<file path="config.mk">
export PLATFORM = sky130hd
export DESIGN_NAME = mem_port_arbiter_flat
export DESIGN_NICKNAME = d
export VERILOG_FILES = /design/src/rtl/mem_port_arbiter_if.sv /design/src/rtl/mem_port_arbiter.sv /design/src/flat_wrapper.sv
export SDC_FILE = /design/constraint.sdc
export NUM_CORES = 1
export LEC_CHECK = 0
export BUFFER_PORTS_ARGS = -buffer_cell sky130_fd_sc_hd__buf_2
export CORE_AREA = 3 3 89 91
export DETAILED_ROUTE_END_ITERATION = 8
export DIE_AREA = 0 0 92 94
export GPL_TIMING_DRIVEN = 0
export PLACE_DENSITY = 0.74
export SYNTH_ARGS = -nofsm -noshare
export SYNTH_HDL_FRONTEND = slang
export SYNTH_SLANG_ARGS = --single-unit
</file>
<file path="constraint.sdc">
create_clock -name clock -period 2.2 [get_ports clock]
set_clock_uncertainty 0.05 [all_clocks]
set_input_delay 0.22 -clock clock [delete_from_list [all_inputs] [get_ports clock]]
set_output_delay 0.22 -clock clock [all_outputs]
set_load 0.02 [all_outputs]
</file>
<file path="src/rtl/mem_port_arbiter_if.sv">
// mem_port_arbiter_if: fetch, load/store and memory-macro signals of the shared RAM port
interface mem_port_arbiter_if #(
  parameter int DATA_WIDTH = 32,
  parameter int ADDR_WIDTH = 16
);
  logic                  i_req;
  logic [ADDR_WIDTH-1:0] i_addr;
  logic                  i_gnt;
  logic                  i_rvalid;
  logic [DATA_WIDTH-1:0] i_rdata;
  logic                  d_req;
  logic                  d_we;
  logic [ADDR_WIDTH-1:0] d_addr;
  logic [DATA_WIDTH-1:0] d_wdata;
  logic                  d_gnt;
  logic                  d_rvalid;
  logic [DATA_WIDTH-1:0] d_rdata;
  logic                  m_en;
  logic                  m_we;
  logic [ADDR_WIDTH-1:0] m_addr;
  logic [DATA_WIDTH-1:0] m_wdata;
  logic [DATA_WIDTH-1:0] m_rdata;
  modport master (
    output i_req, i_addr, d_req, d_we, d_addr, d_wdata, m_rdata,
    input  i_gnt, i_rvalid, i_rdata, d_gnt, d_rvalid, d_rdata, m_en, m_we, m_addr, m_wdata
  );
  modport slave (
    input  i_req, i_addr, d_req, d_we, d_addr, d_wdata, m_rdata,
    output i_gnt, i_rvalid, i_rdata, d_gnt, d_rvalid, d_rdata, m_en, m_we, m_addr, m_wdata
  );
endinterface

</file>
<file path="src/rtl/mem_port_arbiter.sv">
// mem_port_arbiter: data-first single-port RAM arbiter with fetch anti-starvation and response routing
module mem_port_arbiter #(
  parameter int DATA_WIDTH   = 32,
  parameter int ADDR_WIDTH   = 16,
  parameter int STARVE_LIMIT = 4,
  parameter int CNT_WIDTH    = 16
) (
  input  logic                 clock,
  input  logic                 reset,
  mem_port_arbiter_if.slave    bus,
  output logic [CNT_WIDTH-1:0] conflict_count
);
  localparam int SW = $clog2(STARVE_LIMIT + 1);
  typedef enum logic [1:0] {NONE, IFETCH, DREAD} owner_t;
  owner_t owner;
  logic [SW-1:0] starve_cnt;
  logic starved;
  assign starved = starve_cnt == SW'(STARVE_LIMIT);
  // grants are purely combinational on requests and registered state; reset blocks them outright
  always_comb begin
    bus.d_gnt    = !reset && bus.d_req && !(bus.i_req && starved);
    bus.i_gnt    = !reset && bus.i_req && !bus.d_gnt;
    bus.m_en     = bus.i_gnt || bus.d_gnt;
    bus.m_we     = bus.d_gnt && bus.d_we;
    bus.m_addr   = bus.d_gnt ? bus.d_addr : bus.i_gnt ? bus.i_addr : '0;
    bus.m_wdata  = bus.d_gnt ? bus.d_wdata : '0;
    bus.i_rvalid = !reset && owner == IFETCH;
    bus.d_rvalid = !reset && owner == DREAD;
    bus.i_rdata  = bus.i_rvalid ? bus.m_rdata : '0;
    bus.d_rdata  = bus.d_rvalid ? bus.m_rdata : '0;
  end
  // owner of next cycle's read data, fetch starvation tracking and saturating conflict counter
  always_ff @(posedge clock) begin
    if (reset) begin
      owner          <= NONE;
      starve_cnt     <= '0;
      conflict_count <= '0;
    end else begin
      owner          <= bus.i_gnt ? IFETCH : (bus.d_gnt && !bus.d_we) ? DREAD : NONE;
      starve_cnt     <= (!bus.i_req || bus.i_gnt) ? '0 : starved ? starve_cnt : starve_cnt + 1'b1;
      conflict_count <= (bus.i_req && bus.d_req && !(&conflict_count)) ? conflict_count + 1'b1 : conflict_count;
    end
  end
endmodule

</file>
<file path="src/flat_wrapper.sv">
// flat-port wrapper written by rule: the top's interface ports become plain ports
module mem_port_arbiter_flat 
#(
  parameter int DATA_WIDTH   = 32,
  parameter int ADDR_WIDTH   = 16,
  parameter int STARVE_LIMIT = 4,
  parameter int CNT_WIDTH    = 16
)
  (clock, reset, conflict_count, bus_i_req, bus_i_addr, bus_d_req, bus_d_we, bus_d_addr, bus_d_wdata, bus_m_rdata, bus_i_gnt, bus_i_rvalid, bus_i_rdata, bus_d_gnt, bus_d_rvalid, bus_d_rdata, bus_m_en, bus_m_we, bus_m_addr, bus_m_wdata);
  mem_port_arbiter_if #(.DATA_WIDTH(DATA_WIDTH), .ADDR_WIDTH(ADDR_WIDTH)) bus_i ();
  input  logic clock;
  input  logic reset;
  output logic [CNT_WIDTH-1:0] conflict_count;
  input wire logic [$bits(bus_i.i_req)-1:0] bus_i_req;
  input wire logic [$bits(bus_i.i_addr)-1:0] bus_i_addr;
  input wire logic [$bits(bus_i.d_req)-1:0] bus_d_req;
  input wire logic [$bits(bus_i.d_we)-1:0] bus_d_we;
  input wire logic [$bits(bus_i.d_addr)-1:0] bus_d_addr;
  input wire logic [$bits(bus_i.d_wdata)-1:0] bus_d_wdata;
  input wire logic [$bits(bus_i.m_rdata)-1:0] bus_m_rdata;
  output wire logic [$bits(bus_i.i_gnt)-1:0] bus_i_gnt;
  output wire logic [$bits(bus_i.i_rvalid)-1:0] bus_i_rvalid;
  output wire logic [$bits(bus_i.i_rdata)-1:0] bus_i_rdata;
  output wire logic [$bits(bus_i.d_gnt)-1:0] bus_d_gnt;
  output wire logic [$bits(bus_i.d_rvalid)-1:0] bus_d_rvalid;
  output wire logic [$bits(bus_i.d_rdata)-1:0] bus_d_rdata;
  output wire logic [$bits(bus_i.m_en)-1:0] bus_m_en;
  output wire logic [$bits(bus_i.m_we)-1:0] bus_m_we;
  output wire logic [$bits(bus_i.m_addr)-1:0] bus_m_addr;
  output wire logic [$bits(bus_i.m_wdata)-1:0] bus_m_wdata;
  assign bus_i.i_req = bus_i_req;
  assign bus_i.i_addr = bus_i_addr;
  assign bus_i.d_req = bus_d_req;
  assign bus_i.d_we = bus_d_we;
  assign bus_i.d_addr = bus_d_addr;
  assign bus_i.d_wdata = bus_d_wdata;
  assign bus_i.m_rdata = bus_m_rdata;
  assign bus_i_gnt = bus_i.i_gnt;
  assign bus_i_rvalid = bus_i.i_rvalid;
  assign bus_i_rdata = bus_i.i_rdata;
  assign bus_d_gnt = bus_i.d_gnt;
  assign bus_d_rvalid = bus_i.d_rvalid;
  assign bus_d_rdata = bus_i.d_rdata;
  assign bus_m_en = bus_i.m_en;
  assign bus_m_we = bus_i.m_we;
  assign bus_m_addr = bus_i.m_addr;
  assign bus_m_wdata = bus_i.m_wdata;
  mem_port_arbiter #(.DATA_WIDTH(DATA_WIDTH), .ADDR_WIDTH(ADDR_WIDTH), .STARVE_LIMIT(STARVE_LIMIT), .CNT_WIDTH(CNT_WIDTH)) u_core (.clock(clock), .reset(reset), .bus(bus_i), .conflict_count(conflict_count));
endmodule
</file>
* Word-level counts from Yosys, hierarchy flattened *
Index checks and enable logic that the tools add are counted.

storage, ports and cells
  output and inout port bits = 134
  logic and storage cells = 38
  input bits = 101
  register bits after elaboration = 21

cells by class
  equal/unequal tests = 3
  reductions and logical operators = 22
  $add $sub $neg = 2
  mux-type cells = 7

operator list
  cell                   count
  $mux 32                3
  $mux 16                2
  $add 16x1->16 const B  1
  $reduce_and 16->1      1
  $logic_and 1x1->1      11
  $logic_not 1->1        6
  $reduce_or 2->1        2
  $add 3x1->3 const B    1
  $eq 3x3->1 const B     1
  $eq 2x1->1 const B     1
  $eq 2x2->1 const B     1
  $logic_or 1x1->1       2
  $mux 2                 1
  $mux 1                 1

* Depth between registers and ports, before layout *
  word-level depth = 8
  gate-level depth with buffers = 6
  gate-level depth less buffers = 5

* Worst setup path after synthesis *
Ideal clock, no wire load.

  kind = register -> output
  start = register u_core.starve_cnt[0]
  end = output port bus_m_addr[10]
  required time = 1930 ps
  arrival = 1768 ps
  buffers on the path = 1
  slack = 162 ps
  cell stages (with the launch flop) = 7
  cells stage by stage = dfxtp_1 inv_1 ha_1 nand2_1 a21oi_1 clkbuf_1 a22o_1

between the ends
  cells in the longest elaborated chain, start to end = 8

RTL lines
  element                   line                    RTL
  start: declaration        mem_port_arbiter.sv:16  logic [SW-1:0] starve_cnt;
  start signal: assignment  mem_port_arbiter.sv:40  starve_cnt <= (!bus.i_req || bus.i_gnt) ? '0 : starved ? starve_cnt : starve_cnt + 1'b1;
  $eq 3x3->1                mem_port_arbiter.sv:18  assign starved = starve_cnt == SW'(STARVE_LIMIT);
  $logic_and 1x1->1         mem_port_arbiter.sv:21  bus.d_gnt = !reset && bus.d_req && !(bus.i_req && starved);
  $logic_not 1->1           mem_port_arbiter.sv:21
  $logic_and 1x1->1         mem_port_arbiter.sv:21
  $logic_not 1->1           mem_port_arbiter.sv:22  bus.i_gnt = !reset && bus.i_req && !bus.d_gnt;
  $logic_and 1x1->1         mem_port_arbiter.sv:22
  named net bus_i_gnt       flat_wrapper.sv:21      output wire logic [$bits(bus_i.i_gnt)-1:0] bus_i_gnt;
  $mux 16 (2 in series)     mem_port_arbiter.sv:25  bus.m_addr = bus.d_gnt ? bus.d_addr : bus.i_gnt ? bus.i_addr : '0;
  end: declaration          flat_wrapper.sv:29      output wire logic [$bits(bus_i.m_addr)-1:0] bus_m_addr;

The timed path passes the listed nets, and every way through them passes these cells.

* Final worst setup path *
  start = register u_core.starve_cnt[0]
  end = output port bus_m_wdata[20]

between the ends
  cells in the longest elaborated chain, start to end = 5

RTL lines
  element            line                    RTL
  $eq 3x3->1         mem_port_arbiter.sv:18
  $logic_and 1x1->1  mem_port_arbiter.sv:21
  $logic_not 1->1    mem_port_arbiter.sv:21
  $logic_and 1x1->1  mem_port_arbiter.sv:21
  $mux 32            mem_port_arbiter.sv:26  bus.m_wdata = bus.d_gnt ? bus.d_wdata : '0;
  end: declaration   flat_wrapper.sv:30      output wire logic [$bits(bus_i.m_wdata)-1:0] bus_m_wdata;

No other way between the ends.

==> metrics.csv <==
stage,metric,value,unit
sta,worst_slew_pin_slew,0.469,ns
synthesis,synth_top_cell_by_area,and2_1,
placement,numPlacedInstances,588,
detailed_routing,dr.pass1.iters,4,
die,ios,235,
pwr,p_sw,339,uW
sta,slew-limit-headroom,68.5,%
sta,setup_ws,0.0740,ns
detailed_routing,ant_nets,0,
global_routing,grt_pass1_vias,2479,
worst_setup_path,crit_arrival,1.86,ns
pwr,p_clk_share,25.4,%
synthesis,synth_edf_count,0,
pwr,p_per_area,307,nW/um2
synthesis,avgSynthCellArea,7.33,um2
final_layout,antenna_cells,0,
synthesis,ys_seq_area_share,22.5,%
clock_network,path_clk_slew,0.08,ns
worst_setup_path,cp_data_required_time,1.93,ns
sta,finalSetupViolations,0,
synthesis,async_flop_share,0,%
hold_path,hold_path_class,primary input to flop,
worst_setup_path,reg2reg_depth,6,
pwr,intPower,679,uW
run_status,status,"complete, no violations",
worst_setup_path,path_delay_family,buffers and inverters,
pwr,seq_power_share,38.1,%
die,dieHeight,94,um
detailed_routing,drtIter0Drc,98,
final_layout,layout_commonest_cell,buf_2,
sta,max_freq,0.470,GHz
synthesis,yosys_warnings,0,
clock_network,cts-buffers-inserted,3,
die,die_w,92,um
die,rows,31,
final_layout,num-fill-cells,770,
clock_network,clk_path_buf_depth,2,
synthesis,ys.flop_type,dfxtp_1,
synthesis,syn_area,1870,um2
final_layout,fin_cells,594,
clock_network,tritoncts,built,
sta,finalHoldViolCount,0,
placement,place_hpwl,7240,um
worst_setup_path,cp.buffers_inverters,4,
detailed_routing,vias,2720,
global_routing,antenna_found_initial,0,
job,maxCapViolations,0,
die,dieArea,8650,um2
placement,placed_area,3160,um2
synthesis,synth_nets,359,
clock_network,h-tree-depth,1,
synthesis,synth_cell_types,31,
sta,period_share,96.6,%
synthesis,synth_seq_cells,21,
worst_setup_path,crit_chain,inv_1 -> ha_2 -> a311oi_4 -> buf_6 -> clkbuf_2 -> and2_1 -> buf_2,
worst_setup_path,worstSetupStartpointType,flop,
die,start_util,25.9,%
pwr,ir_drop,0.000172,V
worst_setup_path,path_depth,7,
worst_setup_path,end_kind,primary output,
pwr,switching_share,33.3,%
sta,min_period,2.13,ns
worst_setup_path,cp_max_fo,10,
pwr,power.combinational.fraction,36.5,%
placement,place.gp.congestion,0.855,
final_layout,mostFrequentLayoutCells,"226 x buf_2, 97 x and2_1, 21 x dfxtp_1",
detailed_routing,wl_per_cell,14.3,um
die,core,7210,um2
placement,placement.io_buffers,234,
worst_setup_path,path_class,flop to primary output,
pwr,p_leak,0.00189,uW
global_routing,gr-total-overflow,0,
sta,report.final.slew_viol_count,0,
global_routing,grt_max_degree,12,
clock_network,cts_root_buffer,clkbuf_8,
final_layout,final_area,3320,um2
final_layout,area_delta_synth_final,77.4,%
worst_setup_path,crit_slowest_cell,dfxtp_1,
synthesis,synth_area_leaders,"and2_1 32%, dfxtp_1 22%, a22o_1 7.5%",
worst_setup_path,cpPeakStageDelay,0.34,ns
detailed_routing,via_per_inst,4.58,
clock_network,cts_sinks,21,
detailed_routing,route.detailed.drc,0,
placement,place_ws,-0.365,ns
final_layout,final_layout_size_suffix_gt1_share,52.3,%
global_routing,grt_use_total,17.7,%
synthesis,synth_top_area_share,32.5,%
global_routing,grt_first_pass_wirelength,12300,um
hold_path,min_path_cells,2,
sta,rsz0062_at_grt,false,
detailed_routing,wirelength,8520,um
synthesis,synthCells,255,
final_layout,final_nets,600,
clock_network,clkLatencyLatePin,0.26,ns
[cell usage after synthesis (3+ instances only)]
master	count
or4_1	6
clkbuf_1	16
a21oi_1	11
ha_1	3
inv_1	6
a211oi_1	4
nand2b_1	4
nor4_1	3
and3_1	5
o31ai_1	4
and2_1	97
nand4_1	4
nor3_1	4
nand2_1	13
nor2_1	10
a22o_1	16
or3_1	3
nor2b_1	4
dfxtp_1	21
mux2_2	4
[per-stage QoR]
step | hold slack (ns) | setup TNS, ns | utilization, % | power [uW]
after floorplan | 0.242 | 0 | - | 571
after global placement | 0.343 | -8.97 | 43.9 | 747
after detailed placement | 0.350 | -12.41 | 43.9 | 754
after CTS | 0.0722 | 0 | 45.4 | 1020
after global routing | 0.0739 | 0 | 46.0 | 1070
final | 0.0753 | 0 | 46.0 | 1020
[timing repair]
item,CTS,global route
gates cloned,0,0
gates resized for setup,14,19
buffers inserted,2,0
setup endpoints to repair,57,51
hold buffers,0,0
pin swaps,2,0
[registers in the layout (all words and copies together), names as in the netlist]
name	cells
u_core.owner	2
u_core.conflict_count	16
u_core.starve_cnt	3
[routing by layer]
| metal | global-route usage [%] | vias to the layer above | wire, um |
|---|---|---|---|
| met4 | 5.20 | 0 | 174 |
| met2 | 34.1 | 128 | 4680 |
| met5 | 0 | - | 0 |
| met3 | 3.21 | 10 | 620 |
| li1 | - | 1355 | - |
| met1 | 19.6 | 1227 | 3040 |
[kinds of logic (layout without fill, tap and decap cells)]
family	count (synthesis)	after routing	share of synthesized area, %
DFF	21	21	22.5
muxes	6	6	3.48
and+or+nand+nor	158	158	50.1
AOI/OAI and AO/OA	43	43	17.0
adders and majority gates	3	3	2.01
buffers and inverters	24	264	4.95
[worst paths after layout]
check / from / endpoint / slack (ns)
max: u_core.starve_cnt[0] / bus_m_wdata[20] / 0.07
min: bus_d_we / u_core.owner[1] / 0.08
max reg2reg: u_core.conflict_count[1] / u_core.conflict_count[10] / 0.24
min reg2reg: u_core.conflict_count[8] / u_core.conflict_count[8] / 0.47
[worst register-to-register path: stages, from the launching register on]
cell and delay (ns):
dfxtp_1 0.38, ha_1 0.21, nand4_1 0.11, or3_1 0.32, buf_2 0.17, or4_1 0.52
a21oi_1 0.14
[layout make-up]
class / instances / area [um2] / share of cell area, %
Buffer: 18 / 86.3 / 2.60
Clock buffer: 4 / 45.0 / 1.36
Inverter: 6 / 22.5 / 0.679
Multi-Input combinational cell: 210 / 1400 / 42.3
Sequential cell: 21 / 420 / 12.7
Tap cell: 99 / 124 / 3.73
Timing Repair Buffer: 236 / 1210 / 36.6
[power by group through the flow]
stage / logic (uW) / registers [uW] / clock network, uW
2_1_floorplan: 172 / 399 / 0
3_3_place_gp: 351 / 397 / 0
3_5_place_dp: 357 / 397 / 0
4_1_cts: 368 / 388 / 262
5_1_grt: 401 / 389 / 278
6_report: 372 / 388 / 259
(Power assumes the default switching activity.)
